### src/rtl/ppu_tile_scheduler.sv
// rtl/ppu_tile_scheduler.sv - round-robin tile scheduler between accumulator banks and the PPU
// Optional WAIT watchdog: define PPU_SCHED_TIMEOUT_EN.
module ppu_tile_scheduler #(
  parameter int NUM_REQ        = 2,
  parameter int ID_W           = 1,
  parameter int TIMEOUT_CYCLES = 255
) (
  input  logic                    clk,
  input  logic                    rst_n,
  input  logic [NUM_REQ-1:0]      req_valid,
  output logic [NUM_REQ-1:0]      req_ready,
  input  logic [NUM_REQ*384-1:0]  req_data,
  input  logic [NUM_REQ*8-1:0]    req_scale,
  input  logic [NUM_REQ*8-1:0]    req_bias,
  output logic                    ppu_valid,
  output logic [383:0]            ppu_partial_sum,
  output logic [7:0]              ppu_scale,
  output logic [7:0]              ppu_bias,
  input  logic                    ppu_done,
  input  logic [127:0]            ppu_data,
  output logic                    resp_valid,
  input  logic                    resp_ready,
  output logic [ID_W-1:0]         resp_id,
  output logic [127:0]            resp_data,
  output logic                    busy,
  output logic                    protocol_err,
  output logic                    timeout_err
);

  if ((1 << ID_W) < NUM_REQ || TIMEOUT_CYCLES < 1) begin : g_bad_params
    $error("ppu_tile_scheduler: ID_W too narrow for NUM_REQ or TIMEOUT_CYCLES < 1");
  end

  typedef enum logic [2:0] {S_IDLE, S_ARB, S_STREAM, S_WAIT, S_RESP} state_t;

  state_t          state;
  logic [ID_W-1:0] grant;
  logic [ID_W-1:0] last_grant;
  logic [ID_W-1:0] arb_idx;
  logic            arb_found;
  logic [ID_W:0]   cand;
  logic [3:0]      beat_cnt;
  logic            done_q;
  logic            done_rise;
  logic            grant_valid;
  logic [383:0]    grant_data;

`ifdef PPU_SCHED_TIMEOUT_EN
  localparam int WAIT_W = $clog2(TIMEOUT_CYCLES + 1);
  logic [WAIT_W-1:0] wait_cnt;
`else
  assign timeout_err = 1'b0;
`endif

  assign done_rise   = ppu_done & ~done_q;
  assign grant_valid = req_valid[grant];
  assign grant_data  = req_data[int'(grant)*384 +: 384];

  // Round-robin: the first valid requester after last_grant, wrapping at NUM_REQ.
  always_comb begin
    arb_found = 1'b0;
    arb_idx   = '0;
    cand      = '0;
    for (int i = 1; i <= NUM_REQ; i++) begin
      cand = {1'b0, last_grant} + (ID_W+1)'(i);
      if (cand >= (ID_W+1)'(NUM_REQ)) cand = cand - (ID_W+1)'(NUM_REQ);
      if (!arb_found && req_valid[cand[ID_W-1:0]]) begin
        arb_found = 1'b1;
        arb_idx   = cand[ID_W-1:0];
      end
    end
  end

  always_ff @(posedge clk or negedge rst_n) begin
    if (!rst_n) done_q <= 1'b0;
    else        done_q <= ppu_done;
  end

  always_ff @(posedge clk or negedge rst_n) begin
    if (!rst_n) begin
      state           <= S_IDLE;
      grant           <= '0;
      last_grant      <= ID_W'(NUM_REQ - 1);
      beat_cnt        <= '0;
      req_ready       <= '0;
      ppu_valid       <= 1'b0;
      ppu_partial_sum <= '0;
      ppu_scale       <= '0;
      ppu_bias        <= '0;
      resp_valid      <= 1'b0;
      resp_id         <= '0;
      resp_data       <= '0;
      busy            <= 1'b0;
      protocol_err    <= 1'b0;
`ifdef PPU_SCHED_TIMEOUT_EN
      wait_cnt        <= '0;
      timeout_err     <= 1'b0;
`endif
    end else begin
      ppu_valid <= 1'b0;
`ifdef PPU_SCHED_TIMEOUT_EN
      timeout_err <= 1'b0;
`endif
      case (state)
        S_IDLE: if (|req_valid) begin
          state <= S_ARB;
          busy  <= 1'b1;
        end
        S_ARB: if (arb_found) begin
          grant     <= arb_idx;
          ppu_scale <= req_scale[int'(arb_idx)*8 +: 8];
          ppu_bias  <= req_bias[int'(arb_idx)*8 +: 8];
          req_ready <= {{(NUM_REQ-1){1'b0}}, 1'b1} << arb_idx;
          beat_cnt  <= '0;
          state     <= S_STREAM;
        end else begin
          state <= S_IDLE;
          busy  <= 1'b0;
        end
        // A missing beat is forwarded as zero so the PPU always sees 16 beats.
        S_STREAM: begin
          ppu_valid       <= 1'b1;
          ppu_partial_sum <= grant_valid ? grant_data : '0;
          if (!grant_valid) protocol_err <= 1'b1;
          beat_cnt <= beat_cnt + 4'd1;
          if (beat_cnt == 4'd15) begin
            req_ready <= '0;
            state     <= S_WAIT;
`ifdef PPU_SCHED_TIMEOUT_EN
            wait_cnt  <= '0;
`endif
          end
        end
        S_WAIT: begin
          if (done_rise) begin
            resp_data  <= ppu_data;
            resp_id    <= grant;
            resp_valid <= 1'b1;
            state      <= S_RESP;
          end
`ifdef PPU_SCHED_TIMEOUT_EN
          else if (wait_cnt == WAIT_W'(TIMEOUT_CYCLES - 1)) begin
            timeout_err <= 1'b1;
            resp_data   <= '0;
            resp_id     <= grant;
            resp_valid  <= 1'b1;
            state       <= S_RESP;
          end else begin
            wait_cnt <= wait_cnt + WAIT_W'(1);
          end
`endif
        end
        S_RESP: if (resp_ready) begin
          resp_valid <= 1'b0;
          last_grant <= grant;
          busy       <= 1'b0;
          state      <= S_IDLE;
        end
        default: begin
          state <= S_IDLE;
          busy  <= 1'b0;
        end
      endcase
    end
  end

endmodule

### config.mk
export PLATFORM = sky130hd
export DESIGN_NAME = ppu_tile_scheduler
export DESIGN_NICKNAME = d
export VERILOG_FILES = /design/src/rtl/ppu_tile_scheduler.sv
export SDC_FILE = /design/constraint.sdc
export NUM_CORES = 1
export LEC_CHECK = 0
export ABC_AREA = 1
export BUFFER_PORTS_ARGS = -buffer_cell sky130_fd_sc_hd__clkbuf_2
export CAP_MARGIN = 25
export CORE_AREA = 2 2 569 571
export CTS_CLUSTER_SIZE = 16
export DETAILED_ROUTE_END_ITERATION = 10
export DIE_AREA = 0 0 571 573
export GPL_TIMING_DRIVEN = 0
export PLACE_DENSITY = 0.3
export SLEW_MARGIN = 10
export SYNTH_ARGS = -nofsm -noshare
export SYNTH_HDL_FRONTEND = slang
export SYNTH_SLANG_ARGS = --single-unit
### constraint.sdc
create_clock -name clk -period 1.9 [get_ports clk]
set_clock_uncertainty 0.2 [all_clocks]
set_input_delay 0.38 -clock clk [delete_from_list [all_inputs] [get_ports clk]]
set_output_delay 0.38 -clock clk [all_outputs]
set_load 0.01 [all_outputs]
==> run_summary.xml, run 1 <==
<?xml version="1.0" encoding="UTF-8"?>
<metrics>
  <group name="placed_design">
    <metric name="hpwl" unit="um">219000</metric>
    <metric name="gp_congestion" unit="">0.964</metric>
    <metric name="port_buffers" unit="">1468</metric>
  </group>
  <group name="power_and_ir_drop">
    <metric name="power.share.combinational" unit="">0.562</metric>
    <metric name="p_int" unit="mW">48.8</metric>
    <metric name="cellPowerDensity" unit="nW/um^2">1460</metric>
    <metric name="max-vdd-ir-drop" unit="V">0.000696</metric>
    <metric name="total_switching_power" unit="mW">35.1</metric>
    <metric name="power.share.clock" unit="">0.195</metric>
    <metric name="seq_power_share" unit="">0.244</metric>
    <metric name="report.power.total" unit="mW">83.9</metric>
    <metric name="static-leakage-power" unit="nW">27.3</metric>
    <metric name="p_sw_frac" unit="">0.418</metric>
  </group>
  <group name="sta">
    <metric name="worst_slew_pin_slew" unit="ns">0.879</metric>
    <metric name="slew_viol_final" unit="">0</metric>
    <metric name="grt_setup_unrepaired" unit="">true</metric>
    <metric name="fmax" unit="MHz">498</metric>
    <metric name="report.final.setup_viol" unit="">396</metric>
    <metric name="final_hold_viol_count" unit="">47</metric>
    <metric name="timing.hold.ws" unit="ns">-0.204</metric>
    <metric name="final.period_utilization" unit="">1.06</metric>
    <metric name="post-route-worst-setup-slack" unit="ns">-0.107</metric>
    <metric name="post-route-min-period" unit="ns">2.01</metric>
    <metric name="max_slew_headroom_at_the_worst_pin" unit="">0.412</metric>
  </group>
  <group name="finish">
    <metric name="final_net_count" unit="">6103</metric>
    <metric name="drive_gt1_frac" unit="">0.458</metric>
    <metric name="areaGrowthSynthToFinish" unit="%">141</metric>
    <metric name="final_core_util" unit="">0.180</metric>
    <metric name="final.fill_count" unit="">35900</metric>
  </group>
  <group name="global_route">
    <metric name="grt_use_total" unit="">0.152</metric>
    <metric name="pin_count_of_the_biggest_net_entering_global_routing" unit="">84</metric>
    <metric name="overflow" unit="">0</metric>
    <metric name="antenna_found_initial" unit="">230</metric>
    <metric name="grt_first_pass_wirelength" unit="um">326000</metric>
    <metric name="first_global_vias" unit="">31300</metric>
  </group>
  <group name="routing">
    <metric name="drt_first_iter_violations" unit="">1557</metric>
    <metric name="detail_route.drc_violations" unit="">0</metric>
    <metric name="vias" unit="">31000</metric>
    <metric name="finalWirelength" unit="um">265000</metric>
    <metric name="met2_wirelength" unit="um">122000</metric>
    <metric name="drt-vias-per-instance" unit="">3.22</metric>
    <metric name="final_antenna_net_count" unit="">0</metric>
    <metric name="met1_length" unit="um">109000</metric>
    <metric name="wl_per_cell" unit="um">27.5</metric>
    <metric name="top_signal_layer_used" unit="">met5</metric>
    <metric name="detail_route.first_pass.iterations" unit="">5</metric>
    <metric name="dr_wl_met3" unit="um">23400</metric>
  </group>
  <group name="yosys">
    <metric name="netlist_area" unit="um^2">23900</metric>
    <metric name="synth_xor_xnor_area_share" unit="">0</metric>
    <metric name="muxShareOfSynthArea" unit="">0.161</metric>
    <metric name="synth_cell_type_count" unit="">25</metric>
    <metric name="yosys.area_share.simple" unit="">0.0969</metric>
    <metric name="synth-compound-area-share" unit="">0.116</metric>
    <metric name="synth-seq-area-share" unit="">0.571</metric>
    <metric name="gate_count_post_synth" unit="">2394</metric>
    <metric name="syn_area_per_cell" unit="um^2">9.98</metric>
    <metric name="synth-adder-area-share" unit="">0.000524</metric>
    <metric name="postSynthRegisterBits" unit="">545</metric>
    <metric name="synth.yosys.warnings" unit="">0</metric>
    <metric name="combinational_family_with_the_most_area_after_synthesis" unit="">multiplexers</metric>
    <metric name="synth_nets" unit="">3329</metric>
  </group>
  <group name="worst_setup_path">
    <metric name="path_class" unit="">reg2reg</metric>
    <metric name="critical_path.max_fanout" unit="">10</metric>
    <metric name="critical_path.startpoint_type" unit="">flop</metric>
    <metric name="worst-endpoint-required" unit="ns">2.39</metric>
    <metric name="arrival" unit="ns">2.49</metric>
    <metric name="worstSetupEndpointType" unit="">flop</metric>
  </group>
  <group name="floorplanning">
    <metric name="die_h" unit="um">573</metric>
    <metric name="num_rows" unit="">208</metric>
    <metric name="coreArea" unit="um^2">320000</metric>
    <metric name="ioPinCount" unit="">1470</metric>
    <metric name="start_util" unit="">0.0746</metric>
    <metric name="die-area" unit="um^2">327000</metric>
    <metric name="die_x" unit="um">571</metric>
  </group>
  <group name="clock_tree">
    <metric name="cts.clk_slew.worst_paths" unit="ns">0.06</metric>
    <metric name="cts_htree_levels" unit="">3</metric>
    <metric name="tritoncts_clock_tree" unit="">yes</metric>
    <metric name="numCtsBuffers" unit="">81</metric>
    <metric name="cts.path.max_buffers" unit="">4</metric>
    <metric name="root_buffer" unit="">clkbuf_16</metric>
    <metric name="cts.sinks" unit="">545</metric>
    <metric name="clock_insertion_delay_worst_skew" unit="ns">0.77</metric>
  </group>
  <group name="min_path">
    <metric name="worst_min_delay_path_class" unit="">in2async</metric>
  </group>
  <group name="outcome">
    <metric name="outcome" unit="">finished, violations left</metric>
    <metric name="violations" unit="">hold timing, setup timing</metric>
  </group>
  <group name="run">
    <metric name="drv.max_cap_violation_count" unit="">0</metric>
  </group>
</metrics>
flip-flops by register name, summed over array words and instances, names as in the netlist:
signal and cells:
last_grant 1, beat_cnt 4, busy 1, ppu_scale 8, ppu_bias 8, done_q 1, ppu_partial_sum 384, resp_id 1
req_ready 2, ppu_valid 1, protocol_err 1, state 3, resp_data 128, resp_valid 1, grant 1
cell families (layout without fill, tap and decap cells):
group                    count (synthesis)  after routing
multiplexers                           384            384
other                                    1             87
buffers and inverters                  307           3137
adder cells (fa/ha/maj)                  1              1
AND/OR/NAND/NOR                        602            604
AO/OA/AOI/OAI                          554            554
flip-flops                             545            545
stage by stage:
step / instance area (um^2) / instances / hold slack (ns) / setup WS, ns / setup TNS [ns]
5_1_grt: 57500 / 9566 / -0.243 / -0.175 / -74.99
3_5_place_dp: 36800 / 8175 / 0.176 / -1.77 / -768.88
2_1_floorplan: 23900 / 2394 / -0.116 / 0.343 / 0
4_1_cts: 51900 / 9299 / -0.466 / -0.190 / -95.49
6_report: 57600 / 9617 / -0.204 / -0.107 / -15.18
3_3_place_gp: 36600 / 8167 / 0.267 / -15.52 / -8880.61
worst max-delay path: stages (launching register included):
cell	delay, ns
dfrtp_2	0.43
nor2_4	0.18
nand2_8	0.10
clkinv_8	0.08
nand3_4	0.08
buf_16	0.17
clkbuf_16	0.27
buf_12	0.17
o21ai_2	0.14
synthesized netlist by cell type (all sizes together):
library cell | n | area share
a21oi | 4 | 0.00084
conb | 1 | 0.00016
buf | 113 | 0.024
o21bai | 1 | 0.00031
o21ai | 549 | 0.11
dfstp | 1 | 0.0011
dfrtp | 544 | 0.57
ha | 1 | 0.00052
or2 | 2 | 0.00052
inv | 144 | 0.023
nand2 | 557 | 0.088
mux2i | 384 | 0.16
nand3 | 19 | 0.0047
clkbuf | 50 | 0.0079
nor2 | 24 | 0.0041
power by group through the flow:
stage / registers (mW) / logic, mW / clock network, mW
2_1_floorplan: 21.4 / 11.7 / 0
3_3_place_gp: 19.8 / 30.7 / 0
3_5_place_dp: 19.8 / 30.9 / 0
4_1_cts: 19.8 / 39.1 / 17.0
5_1_grt: 20.9 / 50.2 / 17.3
6_report: 20.4 / 47.1 / 16.3
area by class of cell:
class | instances | area [um^2] | area share
inverters | 144 | 557 | 0.00967
diodes | 86 | 215 | 0.00374
clock buffers | 115 | 2340 | 0.0407
multi-input cells | 1544 | 10500 | 0.182
repair buffers | 2692 | 22500 | 0.390
well taps | 4305 | 5390 | 0.0935
plain buffers | 160 | 2090 | 0.0362
clock inverters | 26 | 392 | 0.00680
flip-flops and latches | 545 | 13700 | 0.237
final timing paths:
check	start	endpoint	slack, ns	cells after the start
max	state[0]	ppu_partial_sum[94]	-0.11	8
min	rst_n	ppu_partial_sum[261]	-0.20	5
max reg2reg	state[0]	ppu_partial_sum[94]	-0.11	8
min reg2reg	ppu_partial_sum[234]	ppu_partial_sum[234]	0.28	2
max in group asynchronous	rst_n	ppu_partial_sum[192]	0.16	7
min in group clk	req_valid[1]	ppu_bias[4]	0.07	5
per-layer routing:
metal	up-vias	GRT usage
met1	15000	0.181
met4	114	0.0379
met5	-	0
met2	1572	0.254
li1	13700	-
met3	530	0.0557
cell usage in the layout (no fill, tap or decap), drive strengths merged, types with 2 or more instances in the layout:
| cell | n |
|---|---|
| diode | 86 |
| nor2 | 24 |
| clkbuf | 1267 |
| bufinv | 9 |
| or2 | 2 |
| dfrtp | 544 |
| buf | 753 |
| nand2 | 558 |
| a21oi | 4 |
| nand3 | 20 |
| dlygate4sd3 | 947 |
| mux2i | 384 |
| o21ai | 549 |
| clkinv | 15 |
| clkinvlp | 2 |
| inv | 144 |
timing repair:
action	in CTS	in global routing
pin swaps	81	89
gates cloned	18	21
gates resized for setup	567	1406
setup endpoints to repair	1073	1264
hold buffers	943	16
buffers inserted	23	204
hold endpoints to repair	712	90
No activity file was read; power rests on OpenSTA's default activity.
==> run 2, diff against run 1 <==
--- a/config.mk
+++ b/config.mk
@@ -13,7 +13,6 @@
 export DETAILED_ROUTE_END_ITERATION = 10
 export DIE_AREA = 0 0 571 573
 export GPL_TIMING_DRIVEN = 0
-export PLACE_DENSITY = 0.3
 export SLEW_MARGIN = 10
 export SYNTH_ARGS = -nofsm -noshare
 export SYNTH_HDL_FRONTEND = slang
==> run_summary.xml, run 2 (same netlist as run 1, synthesis figures left out) <==
<?xml version="1.0" encoding="UTF-8"?>
<metrics>
  <group name="outcome">
    <metric name="outcome" unit="">finished, violations left</metric>
    <metric name="violations" unit="">hold timing, setup timing</metric>
  </group>
  <group name="power_and_ir_drop">
    <metric name="seq_power_share" unit="">0.223</metric>
    <metric name="p_sw_frac" unit="">0.435</metric>
    <metric name="max-vdd-ir-drop" unit="V">0.000825</metric>
    <metric name="power.share.combinational" unit="">0.606</metric>
    <metric name="total_switching_power" unit="mW">40.6</metric>
    <metric name="power.share.clock" unit="">0.172</metric>
    <metric name="cellPowerDensity" unit="nW/um^2">1540</metric>
    <metric name="static-leakage-power" unit="nW">27.9</metric>
    <metric name="p_int" unit="mW">52.7</metric>
  </group>
  <group name="placed_design">
    <metric name="port_buffers" unit="">1468</metric>
    <metric name="dpl_cell_area" unit="um^2">36900</metric>
    <metric name="gp_congestion" unit="">1.04</metric>
    <metric name="hpwl" unit="um">228000</metric>
    <metric name="numPlacedInstances" unit="">8180</metric>
  </group>
  <group name="floorplanning">
    <metric name="die-area" unit="um^2">327000</metric>
    <metric name="coreArea" unit="um^2">320000</metric>
    <metric name="die_h" unit="um">573</metric>
    <metric name="num_rows" unit="">208</metric>
    <metric name="die_x" unit="um">571</metric>
    <metric name="ioPinCount" unit="">1470</metric>
    <metric name="start_util" unit="">0.0746</metric>
  </group>
  <group name="sta">
    <metric name="slew_viol_final" unit="">0</metric>
    <metric name="post-route-min-period" unit="ns">2.10</metric>
    <metric name="grt_setup_unrepaired" unit="">true</metric>
    <metric name="final_hold_viol_count" unit="">270</metric>
    <metric name="max_slew_headroom_at_the_worst_pin" unit="">0.545</metric>
    <metric name="timing.hold.ws" unit="ns">-0.648</metric>
    <metric name="report.final.setup_viol" unit="">607</metric>
    <metric name="post-route-worst-setup-slack" unit="ns">-0.196</metric>
    <metric name="worst_slew_pin_slew" unit="ns">0.680</metric>
    <metric name="final.period_utilization" unit="">1.10</metric>
    <metric name="fmax" unit="MHz">477</metric>
  </group>
  <group name="global_route">
    <metric name="grt_use_total" unit="">0.161</metric>
    <metric name="antenna_found_initial" unit="">225</metric>
    <metric name="overflow" unit="">0</metric>
    <metric name="grt_first_pass_wirelength" unit="um">341000</metric>
    <metric name="pin_count_of_the_biggest_net_entering_global_routing" unit="">92</metric>
    <metric name="first_global_vias" unit="">32000</metric>
  </group>
  <group name="routing">
    <metric name="wl_per_cell" unit="um">29.6</metric>
    <metric name="detail_route.first_pass.iterations" unit="">6</metric>
    <metric name="detail_route.drc_violations" unit="">0</metric>
    <metric name="final_antenna_net_count" unit="">0</metric>
    <metric name="drt-vias-per-instance" unit="">3.40</metric>
    <metric name="vias" unit="">33100</metric>
    <metric name="finalWirelength" unit="um">288000</metric>
    <metric name="drt_first_iter_violations" unit="">2187</metric>
  </group>
  <group name="finish">
    <metric name="final.fill_count" unit="">34900</metric>
    <metric name="layout.cells.most_common_list" unit="">clkbuf_2 (1110), dlygate4sd3_1 (938), nand2_1 (554)</metric>
    <metric name="final_net_count" unit="">6178</metric>
    <metric name="drive_gt1_frac" unit="">0.505</metric>
    <metric name="largest_register_ff_count" unit="">384</metric>
    <metric name="layout_top_registers" unit="">ppu_partial_sum (384), resp_data (128)</metric>
    <metric name="biggest_register" unit="">ppu_partial_sum</metric>
    <metric name="layout_commonest_cell" unit="">clkbuf_2</metric>
    <metric name="final_core_util" unit="">0.189</metric>
    <metric name="areaGrowthSynthToFinish" unit="%">154</metric>
    <metric name="finalNonFillerCells" unit="">9732</metric>
    <metric name="fin_area" unit="um^2">60600</metric>
  </group>
  <group name="clock_tree">
    <metric name="cts.sinks" unit="">545</metric>
    <metric name="cts_hold_buf" unit="">938</metric>
    <metric name="tritoncts_clock_tree" unit="">yes</metric>
    <metric name="clock_insertion_delay_worst_skew" unit="ns">0.81</metric>
    <metric name="cts.path.max_buffers" unit="">4</metric>
    <metric name="cts_htree_levels" unit="">3</metric>
    <metric name="cts.clk_slew.worst_paths" unit="ns">0.06</metric>
    <metric name="numCtsBuffers" unit="">82</metric>
    <metric name="root_buffer" unit="">clkbuf_16</metric>
  </group>
  <group name="worst_setup_path">
    <metric name="max_stage_delay" unit="ns">0.48</metric>
    <metric name="worst-endpoint-required" unit="ns">2.37</metric>
    <metric name="path_class" unit="">reg2reg</metric>
    <metric name="arrival" unit="ns">2.57</metric>
    <metric name="critical_path.max_fanout" unit="">8</metric>
    <metric name="critical_path.startpoint_type" unit="">flop</metric>
    <metric name="critical_path_cell_by_cell" unit="">buf_12, buf_12, buf_16, buf_16, mux2i_4, o21ai_1</metric>
    <metric name="worstSetupEndpointType" unit="">flop</metric>
    <metric name="cpMaxStageDelayCell" unit="">mux2i_4</metric>
  </group>
  <group name="run">
    <metric name="drv.max_cap_violation_count" unit="">0</metric>
  </group>
  <group name="min_path">
    <metric name="worst_min_delay_path_class" unit="">in2async</metric>
  </group>
</metrics>
==> run 2: changes by cell type in the layout (fill, tap and decap cells not counted), moves of 24 or more <==
cell     before  now
mux2i_2      19   44
o21ai_1     169  128
mux2i_4      23  154
mux2i_1     342  186
o21ai_2     286  310
diode_2      86  128
==> run 2: power groups by stage <==
stage | logic [mW] | clock network (mW) | registers (mW)
6_report | 56.5 | 16.0 | 20.8
5_1_grt | 59.2 | 16.9 | 21.2
4_1_cts | 42.4 | 16.6 | 19.9
3_5_place_dp | 33.2 | 0 | 20.0
3_3_place_gp | 32.9 | 0 | 19.9
2_1_floorplan | 11.7 | 0 | 21.4
==> run 2: repair_timing <==
action | CTS | global route
pin swaps | 74 | 197
gates cloned | 19 | 39
resized for setup | 658 | 1746
setup buffers | 32 | 265
endpoints found under the setup margin | 1072 | 1148
hold endpoints to repair | 636 | 270
==> run 2: area by class of cell <==
type	count	area [um^2]	share of cell area
multi-input combinational	1542	12300	0.203
clock inverter	32	338	0.00558
clock buffer	108	2350	0.0388
sequential	545	13700	0.226
tap	4305	5390	0.0889
timing repair buffer	2769	23600	0.390
buffer	159	2070	0.0341
antenna	128	320	0.00529
inverter	144	549	0.00906
==> run 2: metrics by stage <==
| stage | setup WS (ns) | power (mW) | hold slack, ns | setup TNS [ns] |
|---|---|---|---|---|
| 3_3_place_gp | -14.69 | 52.8 | 0.258 | -8368.28 |
| 3_5_place_dp | -2.12 | 53.1 | 0.266 | -588.29 |
| 6_report | -0.196 | 93.4 | -0.648 | -29.25 |
| 5_1_grt | -0.225 | 97.3 | -0.682 | -85.60 |
| 2_1_floorplan | 0.343 | 33.1 | -0.116 | 0 |
| 4_1_cts | -0.276 | 78.9 | -0.591 | -126.93 |
==> run 2: worst max-delay path, delay by kind of cell, from the launching register on <==
kind | cells | cell delay, ns
AO/OA/AOI/OAI | 1 | 0.11
buffers and inverters | 4 | 0.68
flip-flops | 1 | 0.41
multiplexers | 1 | 0.48
==> run 2: path summary, 6_finish.rpt <==
| check | start | end | slack, ns | cells after the start |
|---|---|---|---|---|
| min | rst_n | resp_data[70] | -0.65 | 1 |
| max in group asynchronous | rst_n | ppu_partial_sum[335] | 0.22 | 4 |
| min reg2reg | ppu_partial_sum[227] | ppu_partial_sum[227] | 0.28 | 2 |
| min in group clk | ppu_data[96] | resp_data[96] | 0.17 | 4 |
| max | grant | ppu_partial_sum[93] | -0.20 | 6 |
| max reg2reg | grant | ppu_partial_sum[93] | -0.20 | 6 |
==> run 2: routing by layer <==
layer  up-vias  global-route usage  wire length, um
met4       118              0.0943            20400
met1     16000               0.198           117000
met5         -            0.000294              965
met3       852              0.0629            29800
met2      2193               0.237           119000
li1      13900                   -                -
==> run 3, diff against run 2 <==
--- a/config.mk
+++ b/config.mk
@@ -8,10 +8,10 @@
 export ABC_AREA = 1
 export BUFFER_PORTS_ARGS = -buffer_cell sky130_fd_sc_hd__clkbuf_2
 export CAP_MARGIN = 25
-export CORE_AREA = 2 2 569 571
+export CORE_AREA = 4 4 571 573
 export CTS_CLUSTER_SIZE = 16
 export DETAILED_ROUTE_END_ITERATION = 10
-export DIE_AREA = 0 0 571 573
+export DIE_AREA = 0 0 575 577
 export GPL_TIMING_DRIVEN = 0
 export SLEW_MARGIN = 10
 export SYNTH_ARGS = -nofsm -noshare
==> run_summary.xml, run 3 (same netlist as run 1, synthesis figures left out) <==
<?xml version="1.0" encoding="UTF-8"?>
<metrics>
  <group name="power_and_ir_drop">
    <metric name="static-leakage-power" unit="nW">27.4</metric>
    <metric name="p_sw_frac" unit="">0.440</metric>
    <metric name="total_switching_power" unit="mW">40.0</metric>
    <metric name="p_int" unit="mW">50.9</metric>
    <metric name="power.share.combinational" unit="">0.604</metric>
    <metric name="report.power.total" unit="mW">91.0</metric>
    <metric name="max-vdd-ir-drop" unit="V">0.000852</metric>
    <metric name="cellPowerDensity" unit="nW/um^2">1540</metric>
    <metric name="power.share.clock" unit="">0.169</metric>
    <metric name="seq_power_share" unit="">0.227</metric>
  </group>
  <group name="run">
    <metric name="drv.max_cap_violation_count" unit="">0</metric>
  </group>
  <group name="placed_design">
    <metric name="hpwl" unit="um">235000</metric>
    <metric name="port_buffers" unit="">1468</metric>
    <metric name="gp_congestion" unit="">1.18</metric>
    <metric name="numPlacedInstances" unit="">8188</metric>
  </group>
  <group name="finish">
    <metric name="areaGrowthSynthToFinish" unit="%">148</metric>
    <metric name="final_net_count" unit="">6139</metric>
    <metric name="layout.cells.most_common_list" unit="">clkbuf_2 (1093), dlygate4sd3_1 (938), nand2_1 (551)</metric>
    <metric name="final_core_util" unit="">0.185</metric>
    <metric name="layout_commonest_cell" unit="">clkbuf_2</metric>
    <metric name="drive_gt1_frac" unit="">0.487</metric>
    <metric name="biggest_register" unit="">ppu_partial_sum</metric>
    <metric name="layout_top_registers" unit="">ppu_partial_sum (384), resp_data (128)</metric>
    <metric name="finalNonFillerCells" unit="">9689</metric>
    <metric name="largest_register_ff_count" unit="">384</metric>
  </group>
  <group name="sta">
    <metric name="worst_slew_pin_slew" unit="ns">0.896</metric>
    <metric name="report.final.setup_viol" unit="">480</metric>
    <metric name="post-route-min-period" unit="ns">2.14</metric>
    <metric name="fmax" unit="MHz">467</metric>
    <metric name="grt_setup_unrepaired" unit="">true</metric>
    <metric name="timing.hold.ws" unit="ns">-0.599</metric>
    <metric name="final.period_utilization" unit="">1.13</metric>
    <metric name="post-route-worst-setup-slack" unit="ns">-0.241</metric>
    <metric name="final_hold_viol_count" unit="">263</metric>
    <metric name="slew_viol_final" unit="">0</metric>
    <metric name="max_slew_headroom_at_the_worst_pin" unit="">0.401</metric>
  </group>
  <group name="clock_tree">
    <metric name="numCtsBuffers" unit="">78</metric>
    <metric name="cts.clk_slew.worst_paths" unit="ns">0.06</metric>
    <metric name="cts.path.max_buffers" unit="">4</metric>
    <metric name="root_buffer" unit="">clkbuf_16</metric>
    <metric name="cts.sinks" unit="">545</metric>
    <metric name="cts_htree_levels" unit="">3</metric>
    <metric name="tritoncts_clock_tree" unit="">yes</metric>
    <metric name="clock_insertion_delay_worst_skew" unit="ns">0.79</metric>
  </group>
  <group name="floorplanning">
    <metric name="num_rows" unit="">208</metric>
    <metric name="die_h" unit="um">577</metric>
    <metric name="die_x" unit="um">575</metric>
    <metric name="coreArea" unit="um^2">321000</metric>
    <metric name="die-area" unit="um^2">332000</metric>
    <metric name="start_util" unit="">0.0745</metric>
    <metric name="ioPinCount" unit="">1470</metric>
  </group>
  <group name="outcome">
    <metric name="outcome" unit="">finished, violations left</metric>
    <metric name="violations" unit="">hold timing, setup timing</metric>
  </group>
  <group name="worst_setup_path">
    <metric name="critical_path.max_fanout" unit="">10</metric>
    <metric name="arrival" unit="ns">2.57</metric>
    <metric name="top_cell_by_count_worst_path" unit="">buf_12</metric>
    <metric name="max_stage_delay" unit="ns">0.60</metric>
    <metric name="worstSetupEndpointType" unit="">flop</metric>
    <metric name="worst-endpoint-required" unit="ns">2.33</metric>
    <metric name="critical_path_cell_by_cell" unit="">buf_12, buf_12, buf_12, buf_12, mux2i_1, o21ai_2</metric>
    <metric name="critical_path.startpoint_type" unit="">flop</metric>
    <metric name="cpMaxStageDelayCell" unit="">mux2i_1</metric>
    <metric name="path_class" unit="">reg2reg</metric>
  </group>
  <group name="routing">
    <metric name="finalWirelength" unit="um">293000</metric>
    <metric name="detail_route.drc_violations" unit="">0</metric>
    <metric name="wl_per_cell" unit="um">30.2</metric>
    <metric name="vias" unit="">33100</metric>
    <metric name="drt-vias-per-instance" unit="">3.42</metric>
    <metric name="final_antenna_net_count" unit="">0</metric>
    <metric name="drt_first_iter_violations" unit="">2415</metric>
    <metric name="detail_route.first_pass.iterations" unit="">7</metric>
  </group>
  <group name="global_route">
    <metric name="pin_count_of_the_biggest_net_entering_global_routing" unit="">89</metric>
    <metric name="overflow" unit="">0</metric>
    <metric name="first_global_vias" unit="">32800</metric>
    <metric name="antenna_found_initial" unit="">245</metric>
    <metric name="grt_use_total" unit="">0.165</metric>
    <metric name="grt_first_pass_wirelength" unit="um">357000</metric>
  </group>
  <group name="min_path">
    <metric name="worst_min_delay_path_class" unit="">in2async</metric>
  </group>
</metrics>
[run 3: cell types whose count changed in the layout (fill, tap and decap cells not counted), sizes merged]
cell      previous run  this run
diode              128       126
clkinvlp             6         4
bufinv               4         7
clkinv              19        11
buf                828       826
clkbuf            1269      1235
inv                147       149
[run 3: per-layer routing]
layer / GRT usage / vias up / wire (um)
li1: - / 13800 / -
met1: 0.197 / 16000 / 115000
met2: 0.242 / 2278 / 120000
met3: 0.0749 / 883 / 34700
met4: 0.0957 / 152 / 22100
met5: 0.00359 / - / 1100
[run 3: final cells by class]
cell class / instances / area [um^2]
Timing Repair Buffer: 2736 / 23100
Sequential cell: 545 / 13700
Buffer: 157 / 1930
Multi-Input combinational cell: 1542 / 11800
Antenna cell: 126 / 315
Inverter: 144 / 552
Fill cell: 34900 / 261000
Clock buffer: 107 / 2190
Clock inverter: 27 / 369
Tap cell: 4305 / 5390
[run 3: power by group through the flow]
stage | clock network [mW] | registers, mW | logic, mW
global placement | 0 | 19.8 | 33.3
detailed placement | 0 | 19.8 | 33.7
floorplan | 0 | 21.4 | 11.7
CTS | 15.8 | 19.8 | 45.7
finish | 15.3 | 20.7 | 55.0
global route | 16.0 | 21.1 | 57.6
[run 3: final timing paths]
kind | start | to | slack (ns) | depth (start not counted)
max | grant | ppu_partial_sum[94] | -0.24 | 6
min | rst_n | resp_data[75] | -0.60 | 1
max reg2reg | grant | ppu_partial_sum[94] | -0.24 | 6
min reg2reg | ppu_partial_sum[84] | ppu_partial_sum[84] | 0.28 | 2
max in group asynchronous | rst_n | ppu_partial_sum[150] | 0.04 | 3
min in group clk | req_bias[7] | ppu_bias[7] | 0.16 | 4
[run 3: critical path: cells and delay by family (launching register included)]
family | cells | cell delay (ns)
AOI/OAI and AO/OA | 1 | 0.10
buffers and inverters | 4 | 0.63
DFF | 1 | 0.37
muxes | 1 | 0.60
[run 3: per-stage QoR]
stage / TNS [ns] / cell area (um^2) / hold slack [ns] / worst slack, ns
detailed placement: -713.26 / 37000 / 0.233 / -2.15
CTS: -100.38 / 53600 / -0.630 / -0.282
global placement: -8428.72 / 36600 / 0.261 / -14.57
finish: -38.63 / 59300 / -0.599 / -0.241
floorplan: 0 / 23900 / -0.116 / 0.343
global route: -87.91 / 59200 / -0.618 / -0.281
[run 3: repair_timing]
item	4_1_cts	5_1_grt
pin swaps	133	127
gates resized for setup	763	1586
endpoints found under the setup margin	1054	1032
hold endpoints to repair	824	172
hold buffers	938	2
setup buffers	50	231
cloned	34	10
